[config.mk]
export PLATFORM = sky130hd
export DESIGN_NAME = square_renderer
export DESIGN_NICKNAME = d
export VERILOG_FILES = /design/src/rtl/square_renderer.sv
export SDC_FILE = /design/constraint.sdc
export NUM_CORES = 1
export LEC_CHECK = 0
export CAP_MARGIN = 20
export CELL_PAD_IN_SITES_DETAIL_PLACEMENT = 1
export CELL_PAD_IN_SITES_GLOBAL_PLACEMENT = 1
export CORE_MARGIN = 5
export CORE_UTILIZATION = 43
export DETAILED_ROUTE_END_ITERATION = 10
export PLACE_DENSITY_LB_ADDON = 0.1
export SKIP_CTS_REPAIR_TIMING = 1
export SLEW_MARGIN = 30
export SYNTH_ARGS = -nofsm -noshare
export SYNTH_HDL_FRONTEND = slang
export SYNTH_SLANG_ARGS = --single-unit
[constraint.sdc]
create_clock -name clk -period 6 [get_ports clk]
set_input_delay 1.2 -clock clk [delete_from_list [all_inputs] [get_ports clk]]
set_output_delay 1.2 -clock clk [all_outputs]
set_load 0.05 [all_outputs]
[src/rtl/square_renderer.sv]
// Bouncing-square overlay. It draws a solid square over the timing generator's raster.
// Once per frame the square moves diagonally and bounces off the screen edges.
module square_renderer #(
  parameter int SQ_SIZE = 32,
  parameter int STEP    = 2
) (
  input  logic       clk,
  input  logic       reset,
  input  logic [9:0] hpos,
  input  logic [9:0] vpos,
  input  logic       display_on,
  input  logic       hsync_in,
  input  logic       vsync_in,
  input  logic       pause,
  output logic [5:0] rgb,
  output logic       hsync_out,
  output logic       vsync_out,
  output logic       frame_tick,
  output logic [9:0] sq_x,
  output logic [9:0] sq_y
);

  localparam logic [10:0] LIM_X        = 11'(640 - SQ_SIZE);
  localparam logic [10:0] LIM_Y        = 11'(480 - SQ_SIZE);
  localparam logic [10:0] STEP_W       = 11'(STEP);
  localparam logic [10:0] SIZE_W       = 11'(SQ_SIZE);
  localparam logic [9:0]  START_X      = 10'((640 - SQ_SIZE) / 2);
  localparam logic [9:0]  START_Y      = 10'((480 - SQ_SIZE) / 2);
  localparam logic [5:0]  START_COLOUR = 6'h30;

  logic [9:0]  sq_x_q, sq_x_d, sq_y_q, sq_y_d;
  logic        dir_x_q, dir_x_d, dir_y_q, dir_y_d;
  logic [5:0]  colour_q, colour_d, rgb_q, rgb_d;
  logic        hsync_q, hsync_d, vsync_q, vsync_d;
  logic        frame_tick_q, frame_tick_d;
  logic        is_event, in_x, in_y;
  logic [10:0] x_ext, y_ext, h_ext, v_ext;
  logic [11:0] axis_x, axis_y;

  // Returns {reversed, new_dir, new_pos}. dir=1 means moving towards the limit.
  function automatic logic [11:0] step_axis(input logic [10:0] pos, input logic dir,
                                            input logic [10:0] lim);
    logic [11:0] r;
    if (dir) begin
      if (pos + STEP_W >= lim) r = {1'b1, 1'b0, lim[9:0]};
      else                     r = {1'b0, 1'b1, 10'(pos + STEP_W)};
    end else begin
      if (pos <= STEP_W) r = {1'b1, 1'b1, 10'd0};
      else               r = {1'b0, 1'b0, 10'(pos - STEP_W)};
    end
    return r;
  endfunction

  always_comb begin
    is_event = (hpos == 10'd0) && (vpos == 10'd480);
    x_ext    = {1'b0, sq_x_q};
    y_ext    = {1'b0, sq_y_q};
    h_ext    = {1'b0, hpos};
    v_ext    = {1'b0, vpos};
    axis_x   = step_axis(x_ext, dir_x_q, LIM_X);
    axis_y   = step_axis(y_ext, dir_y_q, LIM_Y);

    sq_x_d   = sq_x_q;
    sq_y_d   = sq_y_q;
    dir_x_d  = dir_x_q;
    dir_y_d  = dir_y_q;
    colour_d = colour_q;
    if (is_event && !pause) begin
      sq_x_d  = axis_x[9:0];
      dir_x_d = axis_x[10];
      sq_y_d  = axis_y[9:0];
      dir_y_d = axis_y[10];
      // A corner hit reverses both axes but still advances the colour only once; 0 is skipped.
      if (axis_x[11] || axis_y[11])
        colour_d = (colour_q == 6'd63) ? 6'd1 : colour_q + 6'd1;
    end

    // The hit test uses the position held before this edge's update.
    in_x         = (h_ext >= x_ext) && (h_ext < x_ext + SIZE_W);
    in_y         = (v_ext >= y_ext) && (v_ext < y_ext + SIZE_W);
    rgb_d        = (display_on && in_x && in_y) ? colour_q : 6'h00;
    hsync_d      = hsync_in;
    vsync_d      = vsync_in;
    frame_tick_d = is_event;
  end

  always_ff @(posedge clk) begin
    if (reset) begin
      sq_x_q       <= START_X;
      sq_y_q       <= START_Y;
      dir_x_q      <= 1'b1;
      dir_y_q      <= 1'b1;
      colour_q     <= START_COLOUR;
      rgb_q        <= 6'h00;
      hsync_q      <= 1'b1;
      vsync_q      <= 1'b1;
      frame_tick_q <= 1'b0;
    end else begin
      sq_x_q       <= sq_x_d;
      sq_y_q       <= sq_y_d;
      dir_x_q      <= dir_x_d;
      dir_y_q      <= dir_y_d;
      colour_q     <= colour_d;
      rgb_q        <= rgb_d;
      hsync_q      <= hsync_d;
      vsync_q      <= vsync_d;
      frame_tick_q <= frame_tick_d;
    end
  end

  assign rgb        = rgb_q;
  assign hsync_out  = hsync_q;
  assign vsync_out  = vsync_q;
  assign frame_tick = frame_tick_q;
  assign sq_x       = sq_x_q;
  assign sq_y       = sq_y_q;

endmodule

* After elaboration in Yosys (flattened, before gate mapping)
Index checks and enable logic that the tools add are counted.
** Operators by class
- Add/sub/neg operators :: 7
- Order comparisons :: 8
- Equality and inequality tests :: 2
- Mux-type cells :: 7
- Bitwise gates (word level) :: 1
- Reductions and logical operators :: 11
** Operators with widths (count)
- $mux 12 :: 6
- $add 10x2->11 const B :: 2
- $add 10x6->11 const B :: 2
- $lt 10x11->1 :: 2
- $ge 10x10->1 :: 2
- $le 10x2->1 const B :: 2
- $sub 10x2->10 const B :: 2
- $ge 11x10->1 const B :: 1
- $ge 11x9->1 const B :: 1
- $eq 10x9->1 const B :: 1
- $logic_not 10->1 :: 1
- $add 6x1->6 const B :: 1
- $eq 6x6->1 const B :: 1
- $logic_and 1x1->1 :: 6
- $mux 6 :: 1
- $reduce_and 2->1 :: 1
- $reduce_or 2->1 :: 1
- $logic_not 1->1 :: 1
- $logic_or 1x1->1 :: 1
- $not 1->1 :: 1
** Word-level totals
- Bits in registers :: 37
- Input port bits :: 26
- Output and inout port bits :: 29
- Word-level logic and storage cells :: 45

* Logic depth before layout (Yosys ltp)
- Depth in word-level cells :: 7
- Mapped depth :: 10
- Mapped depth without buffers :: 9

* Least setup slack after synthesis
Ideal clock, no wire load.
- Path kind :: input -> register
- Start point :: input port hpos[6]
- End point :: register sq_x_q[4] (netlist: sq_x[4])
- Setup time :: 0.132 ns
- Arrival time :: 2.797 ns
- Required time :: 5.868 ns
- Setup slack :: 3.071 ns
- Stages :: 8
- Buffers on the path :: 2
- Cell sequence :: or4b_1 -> nor3_1 -> and4b_1 -> buf_4 -> buf_4 -> o21ai_0 -> a21oi_1 -> o21ai_0
** Between the ends
- Cells in the longest elaborated chain, start to end :: 3
** Ends and longest elaborated chain
- start: declaration :: line 9 : input logic [9:0] hpos,
- $logic_not 10->1 :: line 55 : is_event = (hpos == 10'd0) && (vpos == 10'd480);
- $logic_and 1x1->1 :: line 55
- $logic_and 1x1->1 :: line 68 : if (is_event && !pause) begin
- end signal: assignment :: line 99 : sq_x_q <= sq_x_d;
- end: declaration :: line 31 : logic [9:0] sq_x_q, sq_x_d, sq_y_q, sq_y_d;
Every way passes these cells.
A chain may end at the register's enable or synchronous reset.

* Final worst setup path
- Start point :: input port vpos[1]
- End point :: register sq_y_q[8] (netlist: sq_y[8])
** Between the ends
- Cells in the longest elaborated chain, start to end :: 3
** Ends and longest elaborated chain
- start: declaration :: line 10 : input logic [9:0] vpos,
- $eq 10x9->1 :: line 55
- $logic_and 1x1->1 :: line 55
- $logic_and 1x1->1 :: line 68
- end signal: assignment :: line 100 : sq_y_q <= sq_y_d;
- end: declaration :: line 31
Every way passes these cells.

==> impl_metrics.toml <==
[placed_design]
dpl_cell_area_sq_um = 3690
gp_congestion = 0.860
place.port_buffers = 52
hpwl_um = 7740
dp.cells = 525

[setup_path]
critPathRequiredTime_ns = 6.24
critPathBufInv = 1
setup.worst_path.end_class = "flip-flop"
cp.arrival_ns = 3.86
criticalPathCategory = "in -> reg"
reg2reg_to = "rgb[0]"
max_stage_delay_ns = 0.68
path_max_fanout = 30
worstPathCellList = "clkdlybuf4s50_1 > or4_1 > nor3_1 > and4b_2 > nor2_1 > a2111oi_0 > a31o_2"
cp_slowest_cell = "and4b_2"
path_delay_family = "simple AND/OR/NAND/NOR gates"
r2r_cells = 9
reg2reg_from = "sq_x[5]"
start_kind = "input port"
regToRegSetupSlack_ns = 3.17

[layout]
syn_to_final_growth_pct = 20.4
layout-drive-gt1-share_pct = 6.22
fin_nets = 498
diodes = 0
postLayoutCellArea_sq_um = 3790
postLayoutCoreUtil_pct = 52.9
fin_cells = 533
layout_common_cells = "clkdlybuf4s50_1, ha_1, dfxtp_1"
num-fill-cells = 898
final_common_cell = "clkdlybuf4s50_1"

[global_routing]
grtUsageMet2_pct = 35.8
gr-max-usage-layer = "met2"
grt_first_pass_wirelength_um = 16400
grt_max_degree = 31
grt_use_met1_pct = 32.0
grt_pass1_vias = 3272
grt_overflow_total = 0
grtUsageMet3_pct = 4.58
antenna_found_initial = 0
grt_use_total_pct = 22.7

[job]
maxCapViolCount = 0

[route]
dr.pass1.iters = 4
wl_per_cell_um = 19.1
ant_nets = 0
vias = 3246
avgViaCountPerCell = 6.09
drt-initial-drc-count = 173
drc_errors = 0
drt_wl_total_um = 10200

[yosys]
synthArstFlopShare_pct = 0
ys_warn_count = 0
synth_area_sq_um = 3150
synthDistinctLibCells = 70
synth_area_leader_cell = "dfxtp_1"
ys_ff_latch = 35
synth.avg_cell_area_sq_um = 8.02
synth_edf_count = 0
synth_top_area_share_pct = 22.2
synthTopCellsByArea = "dfxtp_1, ha_1, nor2_1"
netlist_instances = 393
ys.flop_type = "dfxtp_1"
yosysSeqAreaShare_pct = 22.2

[die]
die_w_um = 95.6
dieArea_sq_um = 9140
start_util_pct = 43.9
fp-row-count = 31
ios = 55
dieHeight_um = 95.6
fp.coreArea_sq_um = 7180

[cts]
clock-sinks = 35
htree_levels = 2
cts_buffers = 5
cts_buffer_depth = 2
clock_latency_ns = 0.30
path_clk_slew_ns = 0.08
cts_root_buffer = "clkbuf_8"
cts_tree = "built"

[timing]
hold_violations = 0
clock_skew_ns = 0.0109
tns_ns = 0
rsz0062_at_grt = "false"
slew_headroom_pct = 48.0
slew_violations = 0
finalSetupViolCount = 0
worst_pin_slew_ns = 0.779
finalCriticalPeriod_ns = 3.63
finalCritPeriodShare_pct = 60.4
fmax_mhz = 276

[power]
power_density_nw_per_um2 = 135
leakagePower_nw = 1.40
p_total_uw = 510
ir_drop_mv = 0.114

[worst_hold_path]
min-delay-start = "colour_q[5]"
holdPathEnd = "rgb[5]"
hp-class = "reg -> reg"
hold_depth = 2

[run_status]
outcome = "finished clean"
stage by stage:
step / setup slack [ns] / hold WS, ns
2_1_floorplan: 3.07 / 0.432
3_3_place_gp: 1.79 / 0.456
3_5_place_dp: 2.10 / 0.457
4_1_cts: 2.39 / 0.469
5_1_grt: 2.21 / 0.509
6_report: 2.37 / 0.463
area by class of cell:
cell class / count / area (sq um) / share of cell area (%)
clock buffers: 6 / 82.6 / 2.18
repair buffers: 54 / 536 / 14.1
flip-flops and latches: 35 / 701 / 18.5
clock inverters: 2 / 16.3 / 0.429
inverters: 25 / 93.8 / 2.47
well taps: 99 / 124 / 3.27
multi-input cells: 312 / 2240 / 59.1
where the power goes:
group	total, mW	internal [mW]	leakage (nW)	switching [mW]
Clock	0.194	0.0939	0.0474	0.0997
Combinational	0.0774	0.0353	1.07	0.0420
Sequential	0.239	0.234	0.283	0.00502
Total	0.510	0.363	1.40	0.147
synthesized netlist by cell type, drive strengths merged, types with 3 or more instances:
master,n
ha,39
nand3,15
dfxtp,35
mux2i,4
nor4,4
and3,4
or4,4
or3,4
o21a,6
a21oi,25
nor3,20
clkbuf,8
a31oi,3
nand4,6
a21o,10
xnor2,10
nor2,33
o211ai,6
a2111oi,5
buf,14
o2111ai,4
a211o,6
o31ai,3
a211oi,9
a2bb2oi,3
o21ai,19
nand2,25
inv,24
nor2b,6
routing by layer:
layer | wire length [um] | vias to the layer above
met5 | 0 | -
met4 | 94 | 0
met1 | 4860 | 1593
met3 | 537 | 10
met2 | 4690 | 79
li1 | - | 1564
worst max path at each step:
stage                   end     from  depth (start not counted)
floorplan           sq_x[4]  hpos[6]                          8
global placement    sq_y[8]  vpos[1]                          7
detailed placement  sq_y[8]  vpos[1]                          7
CTS                 sq_y[8]  vpos[1]                          7
global route        sq_y[8]  vpos[1]                          7
finish              sq_y[8]  vpos[1]                          7
registers in the layout, summed over array words and instances, names as in the netlist:
register,count
colour_q,6
hsync_out,1
frame_tick,1
vsync_out,1
sq_y,9
dir_y_q,1
dir_x_q,1
sq_x,9
rgb,6
cell families (layout without fill, tap and decap cells):
family          count (synthesis)  in the layout  synth area share [%]
xor+xnor                       10             10                  2.78
buf+inv                        47             87                  6.83
simple gates                  132            132                  21.8
compound gates                123            123                  28.8
flops                          35             35                  22.2
mux                             6              6                  1.98
fa+ha+maj                      39             39                  15.5
other cells                     1              2                 0.119
worst register-to-register path, delay by kind of cell, from the launching register on:
| family | cells | cell delay, ns |
|---|---|---|
| adders and majority gates | 2 | 0.64 |
| AOI/OAI and AO/OA | 4 | 0.96 |
| DFF | 1 | 0.66 |
| and+or+nand+nor | 3 | 0.50 |
No activity file was read; power rests on OpenSTA's default activity.
